## src/rtl/fir_param_adapt.sv

```systemverilog
// fir_param_adapt: FIR filter with runtime-loadable coefficients, optional saturation and output shift.
module fir_param_adapt #(
  parameter int TAPS   = 4,
  parameter int DATA_W = 8,
  parameter int COEF_W = 8,
  parameter int OUT_W  = 11,
  parameter int SHIFT  = 0,
  parameter int SAT_EN = 1
) (
  input  logic                     clk,
  input  logic                     reset,
  input  logic signed [DATA_W-1:0] x_n,
  input  logic                     s_axis_fir_tvalid,
  input  logic                     s_set_coeffs,
  output logic signed [OUT_W-1:0]  y_n,
  output logic                     m_axis_fir_tvalid,
  output logic                     coef_loading,
  output logic                     coef_done
);
  localparam int ACC_W = DATA_W + COEF_W + $clog2(TAPS);
  localparam int KW = $clog2(TAPS + 1);
  localparam int IW = $clog2(TAPS);
  localparam int EW = (ACC_W > OUT_W ? ACC_W : OUT_W) + 1;
  localparam logic signed [EW-1:0] ONE = 1;
  localparam logic signed [EW-1:0] HI = (ONE <<< (OUT_W - 1)) - ONE;
  localparam logic signed [EW-1:0] LO = -(ONE <<< (OUT_W - 1));
  typedef enum logic {RUN, LOAD} state_t;
  state_t state, state_next;
  logic [KW-1:0] k;
  logic signed [COEF_W-1:0] c [TAPS];
  logic signed [COEF_W-1:0] cw;
  logic signed [DATA_W-1:0] d [TAPS-1];
  logic signed [DATA_W-1:0] w [TAPS];
  logic signed [ACC_W-1:0] acc, sh;
  logic signed [EW-1:0] se;
  logic signed [OUT_W-1:0] y_next;
  always_ff @(posedge clk) state <= reset ? RUN : state_next;
  always_comb begin
    state_next = s_set_coeffs ? LOAD : RUN;
    coef_loading = state == LOAD;
  end
  assign cw = COEF_W'(x_n);
  // Window holds the incoming sample as x[n] so the output is ready on the accepting edge.
  always_comb begin
    w[0] = x_n;
    for (int i = 1; i < TAPS; i++) w[i] = d[i-1];
    acc = '0;
    for (int i = 0; i < TAPS; i++) acc = acc + ACC_W'(c[i]) * ACC_W'(w[i]);
    sh = acc >>> SHIFT;
    se = EW'(sh);
    y_next = (SAT_EN != 0 && se > HI) ? HI[OUT_W-1:0] :
             (SAT_EN != 0 && se < LO) ? LO[OUT_W-1:0] : se[OUT_W-1:0];
  end
  always_ff @(posedge clk) begin
    if (reset) begin
      k <= '0;
      for (int i = 0; i < TAPS - 1; i++) d[i] <= '0;
      for (int i = 0; i < TAPS; i++) c[i] <= '0;
      c[0] <= COEF_W'(1);
      y_n <= '0;
      m_axis_fir_tvalid <= 1'b0;
      coef_done <= 1'b0;
    end else begin
      m_axis_fir_tvalid <= 1'b0;
      coef_done <= 1'b0;
      if (s_set_coeffs) begin
        if (k < KW'(TAPS)) begin
          c[k[IW-1:0]] <= cw;
          k <= k + KW'(1);
          coef_done <= k == KW'(TAPS - 1);
        end
      end else begin
        k <= '0;
        if (s_axis_fir_tvalid) begin
          for (int i = TAPS - 2; i > 0; i--) d[i] <= d[i-1];
          d[0] <= x_n;
          y_n <= y_next;
          m_axis_fir_tvalid <= 1'b1;
        end
      end
    end
  end
endmodule

```

## config.mk

```make
export PLATFORM = sky130hd
export DESIGN_NAME = fir_param_adapt
export DESIGN_NICKNAME = d
export VERILOG_FILES = /design/src/rtl/fir_param_adapt.sv
export SDC_FILE = /design/constraint.sdc
export NUM_CORES = 1
export LEC_CHECK = 0
export ABC_AREA = 1
export CORE_MARGIN = 5
export CORE_UTILIZATION = 61
export DETAILED_ROUTE_END_ITERATION = 10
export PLACE_DENSITY = 0.74
export SETUP_SLACK_MARGIN = 0.5
export SYNTH_ARGS = -nofsm -noshare
export SYNTH_HDL_FRONTEND = slang
export SYNTH_SLANG_ARGS = --single-unit
```

## constraint.sdc

```tcl
create_clock -name clk -period 16.4 [get_ports clk]
set_clock_uncertainty 0.15 [all_clocks]
set_input_delay 4.1 -clock clk [delete_from_list [all_inputs] [get_ports clk]]
set_output_delay 4.1 -clock clk [all_outputs]
set_load 0.05 [all_outputs]
```

# [Word level (Yosys, flattened, before mapping)]
# Memories as Yosys holds them, arrays and structs flattened.
# Cells that the tools add are included.
[totals] regBits=17 mem_bits_rw=56 inputBits=12 output_inout_bits=14 elab_cells=49 mem_count=2
[memory_table] memory="c" words=4 word_bits=8 rd=4 rd_clocked_by_memory_dff=0 wr=4 line="30" rtl="logic signed [COEF_W-1:0] c [TAPS];"
[memory_table] memory="d" words=3 word_bits=8 rd=3 rd_clocked_by_memory_dff=0 wr=3 line="32" rtl="logic signed [DATA_W-1:0] d [TAPS-1];"
[op_classes] add_sub_neg=4 mul=4 n_lt_le_gt_ge=3 eq_ne=1 mux=20 bitwise_logic=6 reduce_logical=4
[op_table] cell="multiplier 8 x 8 -> 16 bit" count=4
[op_table] cell="2-to-1 mux 8 bit" count=5
[op_table] cell="2-to-1 mux 11 bit" count=2
[op_table] cell="adder 17 x 16 -> 18 bit" count=1
[op_table] cell="adder 18 x 16 -> 18 bit" count=1
[op_table] cell="> comparator 18 x 11 -> 1 bit (second input constant)" count=1
[op_table] cell="< comparator 18 x 11 -> 1 bit (second input constant)" count=1
[op_table] cell="adder 16 x 16 -> 17 bit" count=1
[op_table] cell="2-to-1 mux 1 bit" count=12
[op_table] cell="OR reduction 8 bit" count=1
[op_table] cell="bitwise OR 1 bit" count=4
[op_table] cell="adder 3 x 1 -> 3 bit (second input constant)" count=1
[op_table] cell="equality test 3 x 2 -> 1 bit (second input constant)" count=1
[op_table] cell="< comparator 3 bit (second input constant)" count=1
[op_table] cell="OR reduction 3 bit" count=1
[op_table] cell="2-to-1 mux 2 bit" count=1
[op_table] cell="NOT 1 bit" count=2
[op_table] cell="AND reduction 2 bit" count=1
[op_table] cell="OR reduction 2 bit" count=1

# [Longest topological paths before layout]
[depth] ltp_word=7 depth_mapped=33 ltp_nobuf=32

# [Worst setup path after synthesis]
# No wires, ideal clock.
[synth_path] kind="input -> register" startpoint="input port x_n[3]" endpoint="register y_n[0]" setup_time_ns=0.113 t_arrival_ns=10.198 required_ns=16.137 path_slack_ns=5.939 path_stages=30 path_buffers=1 path_cell_list="clkbuf_1 -> nand2_1 -> fa_1 -> fa_1 -> inv_1 -> fa_1 -> inv_1 -> fa_1 -> inv_1 -> fa_1 -> fa_1 -> fa_1 -> inv_1 -> fa_1 -> inv_1 -> ha_1 -> nand2_1 -> inv_1 -> nand2_1 -> nand2_1 -> a21oi_1 -> nand2_1 -> nand2_1 -> nand3_1 -> nor2_1 -> nand4_1 -> nand2_1 -> nand2_1 -> nand2_1 -> nand2_1"
[synth_via] elab_chain_cells=7 elab_cells_between_ends=8 classes_between="add/sub (3); mul (1); order compare (2); mux (2)"
[synth_rtl] element="from (decl)" line="12" rtl="input logic signed [DATA_W-1:0] x_n,"
[synth_rtl] element="multiplier 8 x 8 -> 16 bit (*)" line="48" rtl="for (int i = 0; i < TAPS; i++) acc = acc + ACC_W'(c[i]) * ACC_W'(w[i]);"
[synth_rtl] element="adder 16 x 16 -> 17 bit (*)" line="48"
[synth_rtl] element="adder 17 x 16 -> 18 bit (*)" line="48"
[synth_rtl] element="adder 18 x 16 -> 18 bit (*)" line="48"
[synth_rtl] element="< comparator 18 x 11 -> 1 bit" line="52" rtl="(SAT_EN != 0 && se < LO) ? LO[OUT_W-1:0] : se[OUT_W-1:0];"
[synth_rtl] element="2-to-1 mux 11 bit" line="52"
[synth_rtl] element="2-to-1 mux 11 bit (*)" line="51" rtl="y_next = (SAT_EN != 0 && se > HI) ? HI[OUT_W-1:0] :"
[synth_rtl] element="to (signal assigned)" line="77" rtl="y_n <= y_next;"
[synth_rtl] element="to (decl)" line="15" rtl="output logic signed [OUT_W-1:0] y_n,"
# Mark *: on every way between the ends. The rest lies on a longest branch, timed or not.
# A chain may end at the register's enable or synchronous reset.

# [Final worst setup path]
[layout_path] startpoint="input port x_n[7]" endpoint="register y_n[2]"
# The elaborated chain is that of the path after synthesis.

==> impl_metrics.yaml <==
setup_path:
  cp_slowest_stage_delay_ns: 0.54
  r2r_cells: 27
  cp-start-kind: "input pin"
  crit_slowest_cell: "clkdlybuf4s50_1"
  reg2reg_to: "y_n[2]"
  endpoint: "y_n[2]"
  path_max_fanout: 13
  cp-startpoint: "x_n[7]"
  cp.required_ns: 16.50
  setup.worst_path.end_class: "flop"
  critPathArrivalTime_ns: 11.24
  reg2reg_setup_slack_ns: 8.89
  critPathMostFrequentCell: "fa_1"
  r2r_start: "d[0][16]"
  path_class: "input pin to flop"
clock_network:
  ctsRootBufferMaster: "clkbuf_16"
  cts_hold_buffers: 0
  clock_latency_ns: 0.35
  cts.path.max_buffers: 2
  cts_tree: "yes"
  cts_setup_buffers: 0
  clkTransAtPathRegs_ns: 0.06
  cts.htree.levels: 3
  cts_resized: 0
  clkSinkCount: 73
  cts_buffers: 9
floorplanning:
  ios: 26
  die_area_um2: 26900
  start_util: 0.618
  die_y_um: 164
  rows: 56
  die_x_um: 164
  core_area_um2: 23400
drt:
  viasPerCell: 5.01
  drt-initial-drc-count: 732
  routed_wl_mm: 33.6
  antenna_left: 0
  drcViolationCount: 0
  vias: 10100
  wl_per_cell_um: 16.7
  firstDrtPassIters: 5
placed_design:
  dp_hpwl_mm: 29.1
  gp_congestion: 0.958
  pre_cts_ws_ns: 4.92
  placed_area_um2: 14900
  io_buffers: 25
synthesis:
  ys_types: 34
  ys_warn_count: 0
  syn_avg_cell_area_um2: 8.43
  synth_ff_type: "edfxtp_1"
  async_flop_share: 0
  synth_mux_area_frac: 0
  synthAdderAreaFrac: 0.526
  synth_compound_area_frac: 0.0149
  syn-num-nets: 2145
  synth_top_family_by_area: "adder cells"
  synth-xor-area-share: 0.00484
  synth-seq-cells: 73
  synthSimpleGateAreaFrac: 0.147
  ys_seq_area_frac: 0.134
  syn_area_um2: 14500
  synth_edf_count: 48
  syn_inst: 1716
grt:
  grt_use_met1: 0.365
  grt_max_degree: 26
  gr-max-usage-layer: "met2"
  grtUsageMet2: 0.460
  grt_pass1_vias: 10700
  use_met3: 0.0482
  grtUsageTotal: 0.274
  grt_overflow: 0
  grt_pass1_wl_mm: 55.9
  antenna_found_initial: 0
sta:
  slew_violations: 0
  slew_headroom: 0.399
  timing.final.ws_setup_ns: 5.26
  final-hold-violation-count: 0
  final.period_utilization: 0.679
  tightest_slew_ns: 0.893
  setup_viol: 0
  fin_tns_setup_ns: 0
  grt_setup_unrepaired: "false"
  period_minus_slack_ns: 11.14
  fmax_mhz: 89.8
layout:
  layout-drive-gt1-share: 0.0337
  final_nets: 2114
  final_util: 0.651
  antenna_cells: 0
  design_area_um2: 15200
  area_growth_pct: 5.32
run_status:
  status: "finished, final reports clean"
hold_path:
  min_path_type: "flop to flop"
flow_run:
  drv_cap: 0
==> area by class of cell <==
cell class                      instances  area (um^2)
Clock buffer                            9          225
Sequential cell                        73         1940
Inverter                              598         2240
Fill cell                            2051         8170
Clock inverter                          7          143
Tap cell                              319          399
Timing Repair Buffer                   27          265
Multi-Input combinational cell        976        10000
==> routing by layer <==
| layer | part of all wire | up-vias |
|---|---|---|
| met5 | 0 | - |
| met4 | 0.031 | 0 |
| met3 | 0.081 | 54 |
| met2 | 0.50 | 335 |
| met1 | 0.39 | 4987 |
| li1 | - | 4689 |
==> placed cells by master (no fill, tap or decap), types with 2 or more instances in the layout <==
master,synthesis,final
a31oi_1,2,2
edfxtp_1,48,48
xor2_1,2,2
a21oi_1,16,16
xnor2_1,6,6
nand3_1,34,34
a21oi_2,2,2
nand2_2,8,8
dfxtp_1,25,25
clkinv_4,0,2
ha_1,99,99
buf_4,1,2
inv_1,594,594
nand2_1,352,352
clkbuf_16,0,9
nand3_2,5,5
nand3b_1,4,4
nor2_2,5,5
nor2_1,82,82
inv_2,3,3
or2_2,12,12
clkdlybuf4s50_1,0,25
nand4_1,6,6
nor2_4,2,2
bufinv_16,0,4
fa_1,318,318
o21ai_0,13,13
==> critical path: cells and delay by family <==
kind | cells | cell delay (ns)
adders and majority gates | 9 | 4.36
AOI/OAI and AO/OA | 2 | 0.41
buffers and inverters | 7 | 1.07
and+or+nand+nor | 11 | 1.28
==> worst min-delay path by stage <==
stage | cells past startpoint | startpoint | end | slack (ns)
after floorplan | 1 | k[2] | k[1] | 0.32
after global placement | 2 | y_n[0] | y_n[0] | 0.30
after detailed placement | 2 | y_n[4] | y_n[4] | 0.30
after CTS | 2 | y_n[3] | y_n[3] | 0.31
after global routing | 2 | y_n[3] | y_n[3] | 0.32
final | 2 | y_n[3] | y_n[3] | 0.30
==> stage by stage <==
step	hold slack [ns]	std cells
global route	0.325	2009
global placement	0.296	1993
finish	0.304	2009
detailed placement	0.297	1993
floorplan	0.317	1716
CTS	0.309	2009
==> flip-flops by register name, indices dropped and copies added (netlist names) <==
name,flops
d,24
c,32
k,3
m_axis_fir_tvalid,1
coef_done,1
coef_loading,1
y_n,11
==> synth_stat cells (all sizes together) (4+ instances only) <==
cell | count | share of area
inv | 597 | 0.15
nand2 | 360 | 0.095
fa | 318 | 0.44
ha | 99 | 0.086
nor2 | 89 | 0.025
clkbuf | 66 | 0.017
edfxtp | 48 | 0.10
nand3 | 39 | 0.015
dfxtp | 25 | 0.035
a21oi | 19 | 0.0079
o21ai | 13 | 0.0045
or2 | 12 | 0.0052
nand4 | 7 | 0.0035
xnor2 | 6 | 0.0036
nand3b | 4 | 0.0021
==> cells by family after synthesis <==
logic type                 Yosys count
xor gates and xnor gates             8
buffers and inverters              667
AOI/OAI and AO/OA                   37
adders and majority gates          417
DFF                                 73
and+or+nand+nor                    514
Power is not shown: default switching activity piles up to over one toggle a cycle in this logic, so the estimate is an artifact.
